===== config.mk =====
export PLATFORM = sky130hd
export DESIGN_NAME = mem_port_arbiter_flat
export DESIGN_NICKNAME = d
export VERILOG_FILES = /design/src/rtl/mem_port_arbiter_if.sv /design/src/rtl/mem_port_arbiter.sv /design/src/flat_wrapper.sv
export SDC_FILE = /design/constraint.sdc
export NUM_CORES = 1
export LEC_CHECK = 0
export BUFFER_PORTS_ARGS = -buffer_cell sky130_fd_sc_hd__buf_2
export CORE_MARGIN = 1.5
export CORE_UTILIZATION = 45
export CTS_BUF_LIST = sky130_fd_sc_hd__clkbuf_8
export CTS_CLUSTER_DIAMETER = 80
export CTS_CLUSTER_SIZE = 40
export DETAILED_ROUTE_END_ITERATION = 7
export GPL_TIMING_DRIVEN = 0
export PLACE_DENSITY_LB_ADDON = 0.25
export SYNTH_ARGS = -nofsm -noshare
export SYNTH_HDL_FRONTEND = slang
export SYNTH_SLANG_ARGS = --single-unit

===== constraint.sdc =====
create_clock -name clk -period 3.8 [get_ports clk]
set_clock_uncertainty 0.1 [all_clocks]
set_input_delay 0.76 -clock clk [delete_from_list [all_inputs] [get_ports clk]]
set_output_delay 0.76 -clock clk [all_outputs]
set_load 0.03 [all_outputs]

===== src/rtl/mem_port_arbiter_if.sv =====
// Bundles the IFU, LSU and downstream memory handshakes of the memory-port arbiter.
// The slave modport is the arbiter's view; the master modport drives it from outside.
interface mem_port_arbiter_if #(
    parameter int ADDR_W = 32,
    parameter int DATA_W = 32
);
    logic              if_req_valid;
    logic              if_req_ready;
    logic [ADDR_W-1:0] if_addr;
    logic              if_resp_valid;
    logic [DATA_W-1:0] if_resp_rdata;
    logic              if_resp_err;

    logic              ls_req_valid;
    logic              ls_req_ready;
    logic [ADDR_W-1:0] ls_addr;
    logic              ls_wen;
    logic [DATA_W-1:0] ls_wdata;
    logic [2:0]        ls_memop;
    logic              ls_resp_valid;
    logic [DATA_W-1:0] ls_resp_rdata;
    logic              ls_resp_err;

    logic              mem_req_valid;
    logic              mem_req_ready;
    logic [ADDR_W-1:0] mem_addr;
    logic              mem_wen;
    logic [DATA_W-1:0] mem_wdata;
    logic [2:0]        mem_memop;
    logic              mem_resp_valid;
    logic [DATA_W-1:0] mem_rdata;

    modport slave (
        input  if_req_valid, if_addr,
        output if_req_ready, if_resp_valid, if_resp_rdata, if_resp_err,
        input  ls_req_valid, ls_addr, ls_wen, ls_wdata, ls_memop,
        output ls_req_ready, ls_resp_valid, ls_resp_rdata, ls_resp_err,
        output mem_req_valid, mem_addr, mem_wen, mem_wdata, mem_memop,
        input  mem_req_ready, mem_resp_valid, mem_rdata
    );

    modport master (
        output if_req_valid, if_addr,
        input  if_req_ready, if_resp_valid, if_resp_rdata, if_resp_err,
        output ls_req_valid, ls_addr, ls_wen, ls_wdata, ls_memop,
        input  ls_req_ready, ls_resp_valid, ls_resp_rdata, ls_resp_err,
        input  mem_req_valid, mem_addr, mem_wen, mem_wdata, mem_memop,
        output mem_req_ready, mem_resp_valid, mem_rdata
    );
endinterface


===== src/rtl/mem_port_arbiter.sv =====
// Round-robin arbiter sharing one memory port between IFU (master 0) and LSU (master 1),
// one transaction in flight, with a watchdog that turns a lost response into an error.
module mem_port_arbiter #(
    parameter int ADDR_W  = 32,
    parameter int DATA_W  = 32,
    parameter int TIMEOUT = 256
) (
    input  logic                clk,
    input  logic                rst,
    mem_port_arbiter_if.slave   bus
);
    localparam int CNT_W = $clog2(TIMEOUT);

    localparam logic [1:0] S_IDLE  = 2'd0;
    localparam logic [1:0] S_ISSUE = 2'd1;
    localparam logic [1:0] S_WAIT  = 2'd2;

    localparam logic M_IF = 1'b0;
    localparam logic M_LS = 1'b1;

    logic [1:0]        r_state;
    logic              r_last_grant;
    logic              r_owner;
    logic [CNT_W-1:0]  r_cnt;
    logic              r_mem_req_valid;
    logic [ADDR_W-1:0] r_addr;
    logic              r_wen;
    logic [DATA_W-1:0] r_wdata;
    logic [2:0]        r_memop;

    logic              r_resp_valid [2];
    logic [DATA_W-1:0] r_resp_rdata [2];
    logic              r_resp_err   [2];

    logic              w_idle;
    logic              w_grant_ls;
    logic              w_grant_if;
    logic              w_in_wait;
    logic              w_ack;
    logic              w_timeout;
    logic              w_resp_fire;
    logic [DATA_W-1:0] w_resp_data;

    // Grant depends only on state, request valids and last_grant: no mem_* input reaches req_ready.
    assign w_idle     = (r_state == S_IDLE);
    assign w_grant_ls = bus.ls_req_valid && (!bus.if_req_valid || (r_last_grant == M_IF));
    assign w_grant_if = bus.if_req_valid && !w_grant_ls;

    assign bus.if_req_ready = w_idle && w_grant_if;
    assign bus.ls_req_ready = w_idle && w_grant_ls;

    // A real response beats a timeout landing on the same cycle.
    assign w_in_wait   = (r_state == S_WAIT);
    assign w_ack       = w_in_wait && bus.mem_resp_valid;
    assign w_timeout   = w_in_wait && !bus.mem_resp_valid && (r_cnt == CNT_W'(TIMEOUT - 1));
    assign w_resp_fire = w_ack || w_timeout;
    assign w_resp_data = (w_ack && !r_wen) ? bus.mem_rdata : '0;

    always_ff @(posedge clk) begin
        if (rst) begin
            r_state         <= S_IDLE;
            r_last_grant    <= M_IF;
            r_owner         <= M_IF;
            r_cnt           <= '0;
            r_mem_req_valid <= 1'b0;
            r_addr          <= '0;
            r_wen           <= 1'b0;
            r_wdata         <= '0;
            r_memop         <= 3'b000;
        end else begin
            case (r_state)
                S_IDLE: begin
                    if (w_grant_if || w_grant_ls) begin
                        r_state         <= S_ISSUE;
                        r_mem_req_valid <= 1'b1;
                        r_owner         <= w_grant_ls ? M_LS : M_IF;
                        r_last_grant    <= w_grant_ls ? M_LS : M_IF;
                        if (w_grant_ls) begin
                            r_addr  <= bus.ls_addr;
                            r_wen   <= bus.ls_wen;
                            r_wdata <= bus.ls_wdata;
                            r_memop <= bus.ls_memop;
                        end else begin
                            r_addr  <= bus.if_addr;
                            r_wen   <= 1'b0;
                            r_wdata <= '0;
                            r_memop <= 3'b010;
                        end
                    end
                end
                S_ISSUE: begin
                    if (bus.mem_req_ready) begin
                        r_mem_req_valid <= 1'b0;
                        r_cnt           <= '0;
                        r_state         <= S_WAIT;
                    end
                end
                S_WAIT: begin
                    if (w_resp_fire) begin
                        r_state <= S_IDLE;
                    end else begin
                        r_cnt <= r_cnt + 1'b1;
                    end
                end
                default: r_state <= S_IDLE;
            endcase
        end
    end

    // Per-master response registers; data and err hold until that master's next response.
    for (genvar gi = 0; gi < 2; gi++) begin : g_resp
        always_ff @(posedge clk) begin
            if (rst) begin
                r_resp_valid[gi] <= 1'b0;
                r_resp_rdata[gi] <= '0;
                r_resp_err[gi]   <= 1'b0;
            end else begin
                r_resp_valid[gi] <= w_resp_fire && (r_owner == 1'(gi));
                if (w_resp_fire && (r_owner == 1'(gi))) begin
                    r_resp_rdata[gi] <= w_resp_data;
                    r_resp_err[gi]   <= w_timeout;
                end
            end
        end
    end

    assign bus.if_resp_valid = r_resp_valid[0];
    assign bus.if_resp_rdata = r_resp_rdata[0];
    assign bus.if_resp_err   = r_resp_err[0];
    assign bus.ls_resp_valid = r_resp_valid[1];
    assign bus.ls_resp_rdata = r_resp_rdata[1];
    assign bus.ls_resp_err   = r_resp_err[1];

    assign bus.mem_req_valid = r_mem_req_valid;
    assign bus.mem_addr      = r_addr;
    assign bus.mem_wen       = r_wen;
    assign bus.mem_wdata     = r_wdata;
    assign bus.mem_memop     = r_memop;
endmodule


===== src/flat_wrapper.sv =====
// flat-port wrapper written by rule: the top's interface ports become plain ports
module mem_port_arbiter_flat 
#(
    parameter int ADDR_W  = 32,
    parameter int DATA_W  = 32,
    parameter int TIMEOUT = 256
)
  (clk, rst, bus_if_req_valid, bus_if_addr, bus_if_req_ready, bus_if_resp_valid, bus_if_resp_rdata, bus_if_resp_err, bus_ls_req_valid, bus_ls_addr, bus_ls_wen, bus_ls_wdata, bus_ls_memop, bus_ls_req_ready, bus_ls_resp_valid, bus_ls_resp_rdata, bus_ls_resp_err, bus_mem_req_valid, bus_mem_addr, bus_mem_wen, bus_mem_wdata, bus_mem_memop, bus_mem_req_ready, bus_mem_resp_valid, bus_mem_rdata);
  mem_port_arbiter_if #(.ADDR_W(ADDR_W), .DATA_W(DATA_W)) bus_i ();
  input  logic clk;
  input  logic rst;
  input wire logic [$bits(bus_i.if_req_valid)-1:0] bus_if_req_valid;
  input wire logic [$bits(bus_i.if_addr)-1:0] bus_if_addr;
  output wire logic [$bits(bus_i.if_req_ready)-1:0] bus_if_req_ready;
  output wire logic [$bits(bus_i.if_resp_valid)-1:0] bus_if_resp_valid;
  output wire logic [$bits(bus_i.if_resp_rdata)-1:0] bus_if_resp_rdata;
  output wire logic [$bits(bus_i.if_resp_err)-1:0] bus_if_resp_err;
  input wire logic [$bits(bus_i.ls_req_valid)-1:0] bus_ls_req_valid;
  input wire logic [$bits(bus_i.ls_addr)-1:0] bus_ls_addr;
  input wire logic [$bits(bus_i.ls_wen)-1:0] bus_ls_wen;
  input wire logic [$bits(bus_i.ls_wdata)-1:0] bus_ls_wdata;
  input wire logic [$bits(bus_i.ls_memop)-1:0] bus_ls_memop;
  output wire logic [$bits(bus_i.ls_req_ready)-1:0] bus_ls_req_ready;
  output wire logic [$bits(bus_i.ls_resp_valid)-1:0] bus_ls_resp_valid;
  output wire logic [$bits(bus_i.ls_resp_rdata)-1:0] bus_ls_resp_rdata;
  output wire logic [$bits(bus_i.ls_resp_err)-1:0] bus_ls_resp_err;
  output wire logic [$bits(bus_i.mem_req_valid)-1:0] bus_mem_req_valid;
  output wire logic [$bits(bus_i.mem_addr)-1:0] bus_mem_addr;
  output wire logic [$bits(bus_i.mem_wen)-1:0] bus_mem_wen;
  output wire logic [$bits(bus_i.mem_wdata)-1:0] bus_mem_wdata;
  output wire logic [$bits(bus_i.mem_memop)-1:0] bus_mem_memop;
  input wire logic [$bits(bus_i.mem_req_ready)-1:0] bus_mem_req_ready;
  input wire logic [$bits(bus_i.mem_resp_valid)-1:0] bus_mem_resp_valid;
  input wire logic [$bits(bus_i.mem_rdata)-1:0] bus_mem_rdata;
  assign bus_i.if_req_valid = bus_if_req_valid;
  assign bus_i.if_addr = bus_if_addr;
  assign bus_if_req_ready = bus_i.if_req_ready;
  assign bus_if_resp_valid = bus_i.if_resp_valid;
  assign bus_if_resp_rdata = bus_i.if_resp_rdata;
  assign bus_if_resp_err = bus_i.if_resp_err;
  assign bus_i.ls_req_valid = bus_ls_req_valid;
  assign bus_i.ls_addr = bus_ls_addr;
  assign bus_i.ls_wen = bus_ls_wen;
  assign bus_i.ls_wdata = bus_ls_wdata;
  assign bus_i.ls_memop = bus_ls_memop;
  assign bus_ls_req_ready = bus_i.ls_req_ready;
  assign bus_ls_resp_valid = bus_i.ls_resp_valid;
  assign bus_ls_resp_rdata = bus_i.ls_resp_rdata;
  assign bus_ls_resp_err = bus_i.ls_resp_err;
  assign bus_mem_req_valid = bus_i.mem_req_valid;
  assign bus_mem_addr = bus_i.mem_addr;
  assign bus_mem_wen = bus_i.mem_wen;
  assign bus_mem_wdata = bus_i.mem_wdata;
  assign bus_mem_memop = bus_i.mem_memop;
  assign bus_i.mem_req_ready = bus_mem_req_ready;
  assign bus_i.mem_resp_valid = bus_mem_resp_valid;
  assign bus_i.mem_rdata = bus_mem_rdata;
  mem_port_arbiter #(.ADDR_W(ADDR_W), .DATA_W(DATA_W), .TIMEOUT(TIMEOUT)) u_core (.clk(clk), .rst(rst), .bus(bus_i));
endmodule

==> results of run 1 <==
-- stage by stage --
stage	util [%]	hold slack, ns	power, mW	TNS (ns)	worst slack (ns)
after floorplan	-	0.368	2.24	0	0.621
after global placement	59.7	0.350	2.46	-20.87	-0.325
after detailed placement	60.3	0.362	2.49	0	1.06
after CTS	63.1	0.374	3.54	0	1.06
after global routing	63.1	0.407	3.66	0	0.946
final	63.1	0.373	3.51	0	1.08
-- layout make-up --
type,count,area (sq um)
Buffer,38,170
Clock buffer,22,303
Clock inverter,9,40.0
Fill cell,1033,4490
Inverter,8,30.0
Multi-Input combinational cell,332,1880
Sequential cell,148,3620
Tap cell,168,210
Timing Repair Buffer,276,1420
-- cells in the final DEF, fill, tap and decap left out, types with 3 or more instances in the layout --
cell	count
clkinv_2	3
nand3_1	8
o211ai_1	3
a21oi_1	3
o21ai_0	5
mux2i_1	32
nand2_1	40
clkbuf_8	22
nor3_1	5
dfxtp_1	82
inv_1	13
a211oi_1	33
nor2_1	139
clkbuf_1	16
edfxtp_1	66
buf_1	5
a31oi_1	3
buf_2	290
a22oi_1	36
-- logic make-up after synthesis --
logic type                 share of synthesized area [%]
AOI/OAI and AO/OA                                   11.7
adders and majority gates                          0.220
buffers and inverters                               3.52
DFF                                                 63.8
muxes                                               5.64
and+or+nand+nor                                     15.2
-- worst max-delay path, stage by stage --
cell and delay (ns):
buf_2 0.12, a21boi_0 0.15, buf_2 0.22, and2_1 0.16, buf_2 0.22, buf_2 0.23
-- metal layers --
layer  vias up  GRT usage (%)  part of all wire, %
met5         -              0                    0
li1       2453              -                    -
met4         0           9.14                  1.9
met3        26           8.65                  9.2
met1      2371           24.5                   37
met2       219           41.4                   52
-- state kept, by name (all words and copies together) (netlist names) --
name                      cells
u_core.bus.mem_memop          3
u_core.bus.mem_wen            1
u_core.r_last_grant           1
u_core.r_state                2
u_core.r_resp_rdata          64
u_core.r_cnt                  8
u_core.bus.mem_wdata         32
u_core.r_resp_err             2
u_core.bus.mem_addr          32
u_core.r_resp_valid           2
u_core.bus.mem_req_valid      1
-- where the power goes --
group	leakage, nW	internal [mW]	switching (mW)
registers	1.36	1.76	0.0470
logic	1.89	0.217	0.430
clock network	0.201	0.520	0.536
total	3.44	2.49	1.01
-- worst paths after layout --
kind,to,startpoint,cells after the start
worst min register to register,u_core.bus.mem_req_valid,u_core.bus.mem_req_valid,2
worst min-delay path,u_core.bus.mem_req_valid,u_core.bus.mem_req_valid,2
worst max-delay path,bus_ls_req_ready,bus_if_req_valid,6
worst max register to register,u_core.r_resp_rdata[1][7],u_core.r_cnt[1],6
==> metrics.yaml, run 1 <==
drive_gt1_share_pct: 39.1
avgSynthCellArea_sq_um: 10.8
antenna_cells: 0
core-area_sq_mm: 0.0122
synth_flop_cell: "dfxtp_1"
hp-class: "flip-flop to flip-flop"
fp-row-count: 40
synthTopCellsByArea: "edfxtp_1, dfxtp_1, nor2_1"
wl_per_cell_um: 15.3
drcViolationCount: 0
clockRootBuffer: "clkbuf_8"
critPathKind: "input port to primary output"
area_delta_synth_final_pct: 35.1
synth_largest_area_cell: "edfxtp_1"
grt_pass1_vias: 4999
powerDensity_mw_per_mm2: 457
pin_count: 277
yosys.area.top_type_share_pct: 34.9
ys_warn_count: 0
syn_inst: 526
cts_tree: "done"
post_cts_buffers: 0
gr-total-overflow: 0
cts_sinks: 148
cp_data_arrival_time_ns: 1.86
synth.distinct_cells: 39
syn_nets: 665
finalHoldViolCount: 0
antenna_found_initial: 0
clock_latency_ns: 0.44
rsz0062_at_grt: "no"
endpoint_kind: "primary output"
nets: 960
stdcell_count: 1001
cts_inserted_buffers: 17
die_w_um: 115
place_area_sq_mm: 0.00733
synth_most_common_cell: "nor2_1"
synth-seq-cells: 148
dp.cells: 970
grt_pass1_wl_mm: 23.4
first_pass_iters: 5
worstMarginPinSlew_ns: 0.527
cap_violations: 0
p_leak_nw: 3.44
hpwl_mm: 11.6
cts_hold_buf: 0
setup_violations: 0
status: "complete, no violations"
via_per_inst: 5.06
cts_buffer_depth: 2
routed_wl_mm: 15.3
vdd_drop_max_uv: 421
critPathMaxFanout: 10
ys_async_sr_fraction_pct: 0
final_area_sq_mm: 0.00768
required_ns: 2.94
startpoint_type: "input port"
grt_use_total_pct: 23.1
initial_core_util_pct: 46.7
clkTransAtPathRegs_ns: 0.07
drt_iter0_drc: 371
netlist_top_cells_count: "nor2_1, dfxtp_1, edfxtp_1, nand2_1, a22oi_1"
vias: 5069
grt_max_degree: 31
max_freq_mhz: 368
postRouteAntennaNets: 0
synth_edf_count: 66
post_cts_resized: 0
h-tree-depth: 4
finalCriticalPeriod_ns: 2.72
r2r_setup_slack_ns: 1.37
io_buffers: 274
period_share_pct: 71.5
slew_viol_final: 0
yosysSeqAreaShare_pct: 63.8
die_h_um: 115
die_area_sq_mm: 0.0133
syn_area_sq_mm: 0.00568
slew_headroom_pct: 64.7
place_congestion: 0.842
Note: power is estimated with default switching activity, not from simulation.
==> inputs of run 2 (changes only) <==
- ABC_AREA: default -> 1
- CORE_UTILIZATION: 45 -> 43
- clock period: 3.8 -> 2.21 ns (I/O delays scaled with it)
==> run 2 against run 1 <==
  * Worst hold slack worse by 0.24 ns
  * Sequential cell count unchanged
  * Synthesized cell count grew 19%
  * Area after synthesis rose by 3.2%
  * Global-route usage shrank 0.47 points
  * Die area increased by 7.8%
  * Combinational power up 68%
  * Sequential power is 72% higher
  * Core utilization shrank 3.1 points
  * Critical path type is now flip-flop to primary output
  * Critical endpoint unchanged
  * Largest power group unchanged
==> metrics.yaml, run 2 <==
synth_most_common_cell: "nand2_1"
cts_sinks: 148  # unchanged
first_pass_iters: 4  # -1
intPower_mw: 4.58  # +84%
cts_hold_buf: 0  # unchanged
routed_wl_mm: 15.8  # +3.4%
switching_share_pct: 28.8  # -0.12 points
synth-seq-cells: 148  # unchanged
place_congestion: 0.828  # -1.7%
synth_flop_cell: "dfxtp_1"
ys_async_sr_fraction_pct: 0  # unchanged
drcViolationCount: 0  # unchanged
yosysSeqAreaShare_pct: 61.8  # -2.0 points
startpoint_type: "flip-flop"
grt_max_degree: 34  # +9.7%
cts_buffer_depth: 2  # unchanged
synthTopCellsByArea: "edfxtp_1, dfxtp_1, nand2_1"
grt_pass1_vias: 5173  # +3.5%
max_freq_mhz: 478
clock_latency_ns: 0.44  # about the same
p_leak_nw: 3.56  # +3.2%
antenna_found_initial: 0  # unchanged
slew_headroom_pct: 66.3  # +1.6 points
min_path_cells: 3  # +1
core-area_sq_mm: 0.0133  # +9.3%
cts_tree: "done"
netlist_top_cells_count: "nand2_1, dfxtp_1, edfxtp_1, nor2_1, a21oi_1"
slew_viol_final: 0  # unchanged
drt_iter0_drc: 314  # -15%
gr-total-overflow: 0  # unchanged
yosys.area.top_type_share_pct: 33.8  # -1.1 points
postRouteAntennaNets: 0  # unchanged
period_share_pct: 94.7
die_h_um: 120  # +3.8%
endpoint_kind: "primary output"
fp-row-count: 42  # +5.0%
wl_per_cell_um: 14.2  # -7.1%
finalCriticalPeriod_ns: 2.09
syn_inst: 626  # +19%
io_buffers: 275  # +0.36%
p_switching_mw: 1.85  # +83%
grt_pass1_wl_mm: 25.3  # +8.0%
r2r-end: "u_core.r_resp_rdata[1][30]"
hp-class: "input port to flip-flop"
vdd_drop_max_uv: 389  # -7.5%
avgSynthCellArea_sq_um: 9.37  # -13%
cp_data_arrival_time_ns: 1.55  # -0.31 ns
clock_power_share_pct: 35.0  # +4.9 points
finalHoldViolCount: 0  # unchanged
r2r_start: "u_core.r_cnt[0]"
critPathKind: "flip-flop to primary output"
setup_violations: 0  # unchanged
area_delta_synth_final_pct: 35.9
vias: 5330  # +5.1%
worstMarginPinSlew_ns: 0.505  # -0.0216 ns
synth.distinct_cells: 29  # -26%
critPathMaxFanout: 10  # unchanged
status: "complete, no violations"
final_common_cell: "buf_2"
clockRootBuffer: "clkbuf_8"
largest_reg_flops: 64  # unchanged
hpwl_mm: 11.9  # +2.9%
holdWs_ns: 0.136  # -0.238 ns
h-tree-depth: 4  # unchanged
die_area_sq_mm: 0.0144  # +7.8%
antenna_cells: 0  # unchanged
power_frac_seq_pct: 48.0  # -3.4 points
required_ns: 1.67  # -1.27 ns
cts_inserted_buffers: 17  # unchanged
largest_register: "u_core.r_resp_rdata"
nets: 1064  # +11%
synth_largest_area_cell: "edfxtp_1"
min-delay-start: "bus_ls_memop[1]"
pin_count: 277  # unchanged
cap_violations: 0  # unchanged
grt_use_total_pct: 22.6  # -0.47 points
drive_gt1_share_pct: 39.7  # +0.52 points
whs_endpoint: "u_core.bus.mem_memop[1]"
synth_edf_count: 66  # unchanged
die_w_um: 120  # +3.8%
ys_warn_count: 0  # unchanged
r2r_setup_slack_ns: 0.15  # -1.22 ns
via_per_inst: 4.78  # -5.5%
reg2reg_depth: 7  # +1
syn_area_sq_mm: 0.00587  # +3.2%
pwr-share-comb_pct: 17.0  # -1.5 points
clkTransAtPathRegs_ns: 0.08  # about the same
final_cell_mix: "buf_2, nand2_1, dfxtp_1"
powerDensity_mw_per_mm2: 807  # +77%
final_util_pct: 60.0  # -3.1 points
initial_core_util_pct: 44.1  # -2.6 points
syn_nets: 765  # +15%
-- run 2: cell count changes after synthesis, moves of 29 or more --
cell and delta:
a211oi_1 -33, nor2_1 -73, mux2i_1 -32, a21oi_1 +40, a22oi_1 -35, o21ai_0 +32
nand2_1 +160, a31oi_1 +29
-- run 2: metal layers --
layer | part of all wire (%) | vias to the layer above | GRT usage [%]
li1 | - | 2677 | -
met1 | 40 | 2407 | 25.3
met2 | 49 | 227 | 39.7
met3 | 9.1 | 19 | 7.89
met4 | 1.6 | 0 | 8.26
met5 | 0 | - | 0
-- run 2: stage by stage --
| step | instances | TNS (ns) | power, mW | worst slack [ns] | instance area (sq um) |
|---|---|---|---|---|---|
| after global placement | 1077 | -54.75 | 4.22 | -0.834 | 7460 |
| after global routing | 1114 | -0.000135 | 6.69 | -0.000135 | 7970 |
| after floorplan | 626 | -7.32 | 3.83 | -0.111 | 5870 |
| after detailed placement | 1078 | -25.88 | 4.23 | -0.515 | 7490 |
| final | 1114 | 0 | 6.43 | 0.117 | 7970 |
| after CTS | 1112 | 0 | 6.48 | 0.00860 | 7950 |
-- run 2: cell type report --
| type | count | area (sq um) |
|---|---|---|
| fill | 1205 | 5320 |
| clock buffer | 17 | 234 |
| timing repair buffer | 280 | 1440 |
| sequential | 148 | 3630 |
| tap | 176 | 220 |
| clock inverter | 15 | 188 |
| buffer | 39 | 246 |
| inverter | 22 | 87.6 |
| multi-input combinational | 417 | 1930 |
-- run 2: cells by family (layout without fill, tap and decap cells) --
group,count (synthesis),after routing,synth area share (%)
fa+ha+maj,1,1,0.213
flops,148,148,61.8
buf+inv,61,373,5.59
simple gates,299,299,21.2
compound gates,117,117,11.2
-- run 2: power by group through the flow --
stage	logic [mW]	clock network (mW)	registers (mW)
2_1_floorplan	0.353	0	3.47
3_3_place_gp	1.07	0	3.15
3_5_place_dp	1.08	0	3.15
4_1_cts	1.09	2.29	3.09
5_1_grt	1.19	2.39	3.11
6_report	1.09	2.25	3.09
-- run 2: what timing repair did --
action                                  CTS  global route
resized for setup                         7             5
pin swaps                                 1             0
setup buffers                             2             2
endpoints found under the setup margin   68            19
-- run 2: worst max-delay path, stage by stage (launching register included) --
cell	delay, ns
dfxtp_1	0.34
inv_2	0.06
nand2_1	0.09
a21oi_2	0.15
nand2_2	0.10
clkinv_4	0.08
buf_6	0.13
buf_4	0.16
-- run 2: how the worst max path moves through the flow --
stage | startpoint | endpoint | cells after the start
finish | u_core.r_state[0] | bus_ls_req_ready | 7
global route | u_core.r_state[1] | bus_ls_req_ready | 7
CTS | u_core.r_state[1] | bus_ls_req_ready | 7
detailed placement | rst | u_core.r_resp_rdata[0][13] | 5
global placement | rst | u_core.r_resp_rdata[1][24] | 4
floorplan | rst | u_core.r_resp_err[0] | 4
